<file path="config.mk">
export PLATFORM = sky130hd
export DESIGN_NAME = seq_detect_1011
export DESIGN_NICKNAME = d
export VERILOG_FILES = /design/src/rtl/seq_detect_1011.sv
export SDC_FILE = /design/constraint.sdc
export NUM_CORES = 1
export LEC_CHECK = 0
export CAP_MARGIN = 0
export CORE_MARGIN = 3
export CORE_UTILIZATION = 49
export DETAILED_ROUTE_END_ITERATION = 10
export PLACE_DENSITY = 0.8
export RECOVER_POWER = 50
export SYNTH_ARGS = -nofsm -noshare
export SYNTH_HDL_FRONTEND = slang
export SYNTH_SLANG_ARGS = --single-unit
</file>
<file path="constraint.sdc">
create_clock -name clk -period 4.6 [get_ports clk]
set_clock_uncertainty 0.1 [all_clocks]
set_input_delay 0.46 -clock clk [delete_from_list [all_inputs] [get_ports clk]]
set_output_delay 0.46 -clock clk [all_outputs]
set_load 0.1 [all_outputs]
</file>
<file path="src/rtl/seq_detect_1011.sv">
// Overlapping serial "1011" detector with a registered detect pulse and a
// saturating match counter; FSM state is exported for debug.
module seq_detect_1011 #(
   parameter int CNT_W = 8
) (
   input  logic             clk,
   input  logic             rst_n,
   input  logic             bit_in,
   input  logic             bit_valid,
   input  logic             clear,
   output logic             detect,
   output logic [CNT_W-1:0] count,
   output logic [2:0]       state
);

   // bit_valid is a qualifier, not a handshake: bit_in is consumed on every
   // rising edge where bit_valid=1 and ignored otherwise; there is no ready.
   typedef enum logic [2:0] {
      S0 = 3'd0,
      S1 = 3'd1,
      S2 = 3'd2,
      S3 = 3'd3,
      S4 = 3'd4
   } state_t;

   state_t           state_q, state_d;
   logic             detect_q, detect_d;
   logic [CNT_W-1:0] count_q, count_d;

   always_ff @(posedge clk or negedge rst_n) begin
      if (!rst_n) begin
         state_q  <= S0;
         detect_q <= 1'b0;
         count_q  <= '0;
      end else begin
         state_q  <= state_d;
         detect_q <= detect_d;
         count_q  <= count_d;
      end
   end

   always_comb begin
      state_d  = state_q;
      detect_d = 1'b0;
      count_d  = count_q;
      if (clear) begin
         state_d = S0;
         count_d = '0;
      end else begin
         case (state_q)
            S0: if (bit_valid) state_d = bit_in ? S1 : S0;
            S1: if (bit_valid) state_d = bit_in ? S1 : S2;
            S2: if (bit_valid) state_d = bit_in ? S3 : S0;
            S3: begin
               if (bit_valid) begin
                  state_d = bit_in ? S4 : S2;
                  if (bit_in) begin
                     detect_d = 1'b1;
                     if (count_q != {CNT_W{1'b1}}) count_d = count_q + CNT_W'(1);
                  end
               end
            end
            S4: if (bit_valid) state_d = bit_in ? S1 : S2;
            // Codes 5-7 recover on the next edge whether or not a bit is valid.
            default: state_d = S0;
         endcase
      end
   end

   assign detect = detect_q;
   assign count  = count_q;
   assign state  = state_q;

endmodule

</file>
==> results of run 1 <==
-- final cells by class --
| type | count | area share |
|---|---|---|
| timing repair buffer | 16 | 0.189 |
| tap | 14 | 0.0206 |
| sequential | 12 | 0.354 |
| clock buffer | 4 | 0.0428 |
| multi-input combinational | 51 | 0.381 |
| inverter | 3 | 0.0133 |
-- layout by cell type, fill, tap and decap left out, drive strengths merged --
cell           netlist  final
mux2                 1      1
inv                  3      3
dfrtp               12     12
o211ai               1      1
or3                  2      2
ha                   1      1
and4                 1      1
o41ai                1      1
and3                 2      2
a211oi               1      1
nand3                4      4
clkdlybuf4s50        0     13
o31ai                3      3
o21ai                4      4
nor3                 1      1
nor2                 5      5
or4                  3      3
a32oi                1      1
dlygate4sd3          0      3
and2b                1      1
mux2i                1      1
and4b                1      1
nand3b               1      1
clkbuf               1      4
or3b                 2      2
nand2                3      3
nand4                2      2
a21oi                9      9
-- logic make-up after synthesis --
family / synth area share
buffers and inverters: 0.0566
muxes: 0.0321
and+or+nand+nor: 0.259
DFF: 0.453
AOI/OAI and AO/OA: 0.181
adders and majority gates: 0.0189
-- metrics by stage --
stage / total power, mW / setup slack [ns] / instances
6_report: 0.209 / 2.13 / 100
5_1_grt: 0.215 / 2.08 / 100
4_1_cts: 0.211 / 2.13 / 100
3_5_place_dp: 0.127 / 2.31 / 96
3_3_place_gp: 0.126 / 2.36 / 96
2_1_floorplan: 0.118 / 2.25 / 68
-- power breakdown --
part           internal [mW]  total, mW  switching [mW]  leakage [nW]
Clock                 0.0481     0.0851          0.0370        0.0210
Sequential             0.106      0.107         0.00101         0.167
Combinational        0.00536     0.0170          0.0117         0.149
-- routing by layer --
layer / part of all wire / vias up / GRT usage
met5: 0 / - / 0
li1: - / 297 / -
met3: 0.049 / 2 / 0.0593
met1: 0.48 / 307 / 0.219
met2: 0.47 / 19 / 0.299
met4: 0.0052 / 0 / 0.0435
-- worst reg2reg max path, delay by kind of cell (launching register included) --
kind | cells | cell delay (ns)
flip-flops | 1 | 0.45
AO/OA/AOI/OAI | 1 | 0.18
AND/OR/NAND/NOR | 3 | 1.17
-- flip-flops by register name, indices dropped and copies added (netlist names) --
register / cells
detect: 1
state: 3
count: 8
-- worst paths after layout --
kind / end / start / depth (start not counted) / slack, ns
max reg2reg: count[5]$_DFFE_PN0P_ / state[2]$_DFFE_PN0P_ / 4 / 2.62
max: count[2] / count[2]$_DFFE_PN0P_ / 1 / 2.13
max in group asynchronous: count[2]$_DFFE_PN0P_ / rst_n / 1 / 3.53
min reg2reg: count[1]$_DFFE_PN0P_ / count[1]$_DFFE_PN0P_ / 2 / 0.51
min in group clk: count[1]$_DFFE_PN0P_ / count[1]$_DFFE_PN0P_ / 2 / 0.51
min: count[5]$_DFFE_PN0P_ / rst_n / 1 / 0.51
==> summary.md, run 1 <==
| Metric | Value |
|---|---|
| Outcome | finished clean |
| Synth area leader | dfrtp_1 |
| Initial antenna violation count | 0 |
| Root buf cell | clkbuf_4 |
| WL/cell | ~15 um |
| Register area share after synthesis | 0.453 |
| Most frequent cell after synthesis | dfrtp_1 |
| Clk Latency, worst-skew pair | 0.27 ns |
| Vias post-DR | between 600 and 700 |
| Endpoints failing setup | 0 |
| Rel. slew slack | 0.354 |
| Clock sink total | 12 |
| Crit path buf inv count | 1 |
| Die Width | about 43 um |
| Ant diodes | 0 |
| HPWL after DPL | between 1000 and 1500 um |
| Min Hold Slack | roughly 0.5 ns |
| Pleak | ~0.34 nW |
| RSZ-0062 raised after global routing | false |
| Setup Buffers After CTS | 0 |
| Routed wire length | between 1500 and 2000 um |
| Count of final hold-check violations | 0 |
| Syn Area/Cell | ~9.8 um2 |
| Cell area after layout | 848 um2 |
| First-pass GRT wire length | ~2500 um |
| Number of enable flip-flop cells after synthesis | 0 |
| Hold buffers post-CTS | 0 |
| Max-Cap Viols | 0 |
| Achievable Freq | just over 400 MHz |
| Fillcell total | 89 |
| Reg area | ~300 um2 |
| Crit Path Class | flip-flop to output port |
| Setup crit end kind | output port |
| VDD IR max | ~0.17 mV |
| IO Pins | 17 |
| Clock transition at the registers of the reported paths | approximately 0.08 ns |
| Critical path required time | 4.04 ns |
| Multi-input gate area | 323 um2 |
| Vias in the first global route | about 570 |
| Vias per cell | 6.25 |
| P per Cell Area | about 250 nW/um2 |
| Total track usage | 0.179 |
| Crit share post-route | 0.537 |
| Initial Utilization | 0.559 |
| CTS tree | done |
| Synth Cell Area | approximately 660 um2 |
| Die ar. | 1830 um2 |
| Row count | 12 |
| Critical Path Source Type | flip-flop |
| CP max FO | 7 |
| Pre-antenna DRT Iters | 4 |
| Top post-synthesis cells by count | dfrtp_1 (12), a21oi_1 (9), nor2_1 (5) |
| DP Area | around 810 um2 |
| Fin. max-slew vios | 0 |
| Post-layout util | 0.715 |
| Clock period minus final worst setup slack | roughly 2.5 ns |
| Synth Instances | 68 |
| CTS buffer count | 3 |
| Tightest Pin Transition | ~0.97 ns |
| Final Net Count | between 90 and 100 |
| Post-route ant nets | 0 |
| Slowest CP cell | clkdlybuf4s50_1 |
| CP delay by family, top | buffers and inverters |
| Worst path arrival time | about 1.9 ns |
| Total Neg Setup Slack | 0 ns |
| Critical path, cell by cell | clkdlybuf4s50_1 |
| Drt initial violations | 14 |
| Fraction of layout cells with a size suffix above 1 | 0.0930 |
| DIE HEIGHT | between 40 and 50 um |
| Post-CTS resize count | 0 |
| Max Root-Sink Buffers | 2 |
| Top FF cell, synth | dfrtp_1 |
| Async SR Flop Fraction | 1.00 |
| Largest cells by area after synthesis | dfrtp_1 (45%), a21oi_1 (6.8%), o31ai_1 (3.4%) |
| YS warnings | 0 |
| Grt ovf | 0 |
| H-tree levels | 1 |
| Synth cell types | 30 |
| Yosys reg bits | 12 |
| CP max stage delay | roughly 1.2 ns |
| I/O Buffers | 16 |
| Largest net degree at the start of global routing | 15 |
| Synth top area share | 0.453 |
| Final GP Congestion | about 0.73 |
| Synth Net Count | between 70 and 80 |
| Hold Path Class | input pin to asynchronous set/reset pin |
| Core Region | approximately 1200 um2 |
| Synth-to-Final Area Change | 27.9% |
| Residual DRC | 0 |
(Power assumes the default switching activity.)
==> run 2: changes to the inputs <==
CORE_UTILIZATION = 46   (was 49)
PLACE_DENSITY = 0.76   (was 0.8)
clock period = 2.55 ns   (was 4.6 ns; I/O delays follow)
==> run 2 against run 1 <==
Against the previous run:
- die area increased by 5.6%
- critical path type is now flip-flop to flip-flop
- sequential cell count unchanged
- core utilization decreased by 10 points
==> summary.md, run 2 (same netlist as run 1, synthesis figures left out) <==
| Metric | Value |
|---|---|
| FF-to-FF End | count[5]$_DFFE_PN0P_ |
| Grt met3 use | 0.0249 (-0.0344) |
| Fraction of layout cells with a size suffix above 1 | 0.218 (+0.125) |
| R2R Setup Slk | 0.64 ns (-1.98 ns) |
| Post-CTS resize count | 0 (unchanged) |
| First-pass GRT wire length | 2180 um (-11%) |
| Synth-to-Final Area Change | 23.6% |
| Tightest Pin Transition | 1.17 ns (+0.200 ns) |
| Drt initial violations | 7 (-7) |
| Core Region | 1330 um2 (+12%) |
| Pleak | 0.358 nW (+6.2%) |
| Clock sink total | 12 (unchanged) |
| Clock period minus final worst setup slack | about 1.9 ns |
| Clock transition at the registers of the reported paths | 0.08 ns (about the same) |
| Achievable Freq | 523 MHz |
| Hold Path Class | input pin to asynchronous set/reset pin |
| Slowest CP cell | or4_1 |
| Worst Setup SP | state[2]$_DFFE_PN0P_ |
| DP Area | 793 um2 (-2.6%) |
| Clk Latency, worst-skew pair | 0.27 ns (about the same) |
| Pint | 0.288 mW (+80%) |
| Commonest non-fill, non-tap cell in the layout | dfrtp_1 |
| DIE HEIGHT | 44.0 um (+2.8%) |
| Residual DRC | 0 (unchanged) |
| Die ar. | 1930 um2 (+5.6%) |
| Vias per cell | 5.99 (-4.2%) |
| Net switching power | 0.0874 mW (+76%) |
| Worst path arrival time | 2.01 ns (+0.10 ns) |
| Rel. slew slack | 0.227 (-0.128) |
| P per Cell Area | 458 nW/um2 (+86%) |
| Worst reg-to-reg path cell count | 4 (unchanged) |
| Initial Utilization | 0.497 (-0.0619) |
| Setup crit end kind | flip-flop |
| Post-route ant nets | 0 (unchanged) |
| RSZ-0062 raised after global routing | false |
| Met1 usage | 0.209 (-0.00970) |
| Sw frac | 0.233 (-0.00445) |
| Total track usage | 0.151 (-0.0281) |
| Min Hold Slack | 0.307 ns (-0.198 ns) |
| I/O Buffers | 16 (unchanged) |
| Met2 Track Usage GR | 0.227 (-0.0727) |
| HPWL after DPL | 1000 um (-4.9%) |
| Max Root-Sink Buffers | 2 (unchanged) |
| Endpoints failing setup | 0 (unchanged) |
| Routed wire length | 1410 um (-7.8%) |
| Power Total | 0.375 mW (+79%) |
| CP max stage delay | 0.58 ns (-0.60 ns) |
| Root buf cell | clkbuf_4 |
| Max reg flops | 8 (unchanged) |
| Total Neg Setup Slack | 0 ns (unchanged) |
| VDD IR max | 0.350 mV (+110%) |
| Largest net degree at the start of global routing | 15 (unchanged) |
| CP max FO | 14 (+7) |
| Initial antenna violation count | 0 (unchanged) |
| Critical Path Source Type | flip-flop |
| Outcome | finished clean |
| H-tree levels | 1 (unchanged) |
| Sequential Power Share | 0.515 (+0.003) |
| IO Pins | 17 (unchanged) |
| Critical path, cell by cell | and4b_2, nand2_1, or4_1, a21oi_1 |
| CTS tree | done |
| Max-Cap Viols | 0 (unchanged) |
| Ant diodes | 0 (unchanged) |
| Hold buffers post-CTS | 0 (unchanged) |
| Clk network pwr share | 0.404 (-0.003) |
| Vias in the first global route | 502 (-12%) |
| Vias post-DR | 611 (-2.2%) |
| Fin. max-slew vios | 0 (unchanged) |
| Fillcell total | 110 (+24%) |
| Row count | 13 (+1) |
| Crit share post-route | 0.749 |
| Critical path required time | 2.65 ns (-1.39 ns) |
| Final Net Count | 94 (+1.1%) |
| Count of final hold-check violations | 0 (unchanged) |
| Most frequent cells in the layout | dfrtp_1 (12), buf_4 (11), a21oi_1 (9) |
| Cell area after layout | 820 um2 (-3.4%) |
| Crit Path Class | flip-flop to flip-flop |
| Critical R2R Launch | state[2]$_DFFE_PN0P_ |
| WL/cell | 13.8 um (-9.7%) |
| Pre-antenna DRT Iters | 4 (unchanged) |
| CTS buffer count | 3 (unchanged) |
| Grt ovf | 0 (unchanged) |
| Die Width | 44.0 um (+2.8%) |
| Final GP Congestion | 0.803 (+11%) |
| Logic pwr share | 0.081 (about the same) |
| Most used routing layer | met2 |
| Setup Buffers After CTS | 0 (unchanged) |
==> run 2: changes by cell type in the layout (fill, tap and decap cells not counted), sizes merged <==
cell | before | now
clkdlybuf4s50 | 13 | 2
buf | 0 | 11
clkbuf | 4 | 6
dlygate4sd3 | 3 | 2
==> run 2: how the worst max path moves through the flow <==
stage                                end  slack [ns]  cells after the start
floorplan           count[0]$_DFFE_PN0P_        0.20                      5
global placement    count[6]$_DFFE_PN0P_        0.51                      5
detailed placement  count[6]$_DFFE_PN0P_        0.48                      5
CTS                 count[3]$_DFFE_PN0P_        0.74                      6
global route        count[5]$_DFFE_PN0P_        0.52                      4
finish              count[5]$_DFFE_PN0P_        0.64                      4
==> run 2: layer usage <==
metal  part of all wire  vias up
met4             0.0092        0
met3              0.057        2
met2               0.45       17
met5                  0        -
li1                   -      300
met1               0.48      292
==> run 2: power by group through the flow <==
stage / combinational, mW / clock (mW) / sequential [mW]
2_1_floorplan: 0.00816 / 0 / 0.206
3_3_place_gp: 0.0314 / 0 / 0.197
3_5_place_dp: 0.0316 / 0 / 0.197
4_1_cts: 0.0317 / 0.153 / 0.193
5_1_grt: 0.0326 / 0.161 / 0.194
6_report: 0.0305 / 0.151 / 0.193
==> run 2: area by class of cell <==
type	count	area, um2	area share
Multi-Input combinational cell	51	323	0.394
Sequential cell	12	300	0.366
Timing Repair Buffer	17	130	0.159
Clock buffer	4	36.3	0.0443
Tap cell	15	18.8	0.0229
Inverter	3	11.3	0.0137
==> run 2: worst max-delay path: cells and delay by family, from the launching register on <==
family	cells	cell delay, ns
simple gates	3	1.15
flops	1	0.44
compound gates	1	0.15
==> run 2: per-stage QoR <==
stage	utilization	setup WS [ns]	cells
after floorplan	-	0.205	68
after global placement	0.595	0.506	98
after detailed placement	0.595	0.482	98
after CTS	0.622	0.742	102
after global routing	0.614	0.520	102
final	0.614	0.640	102
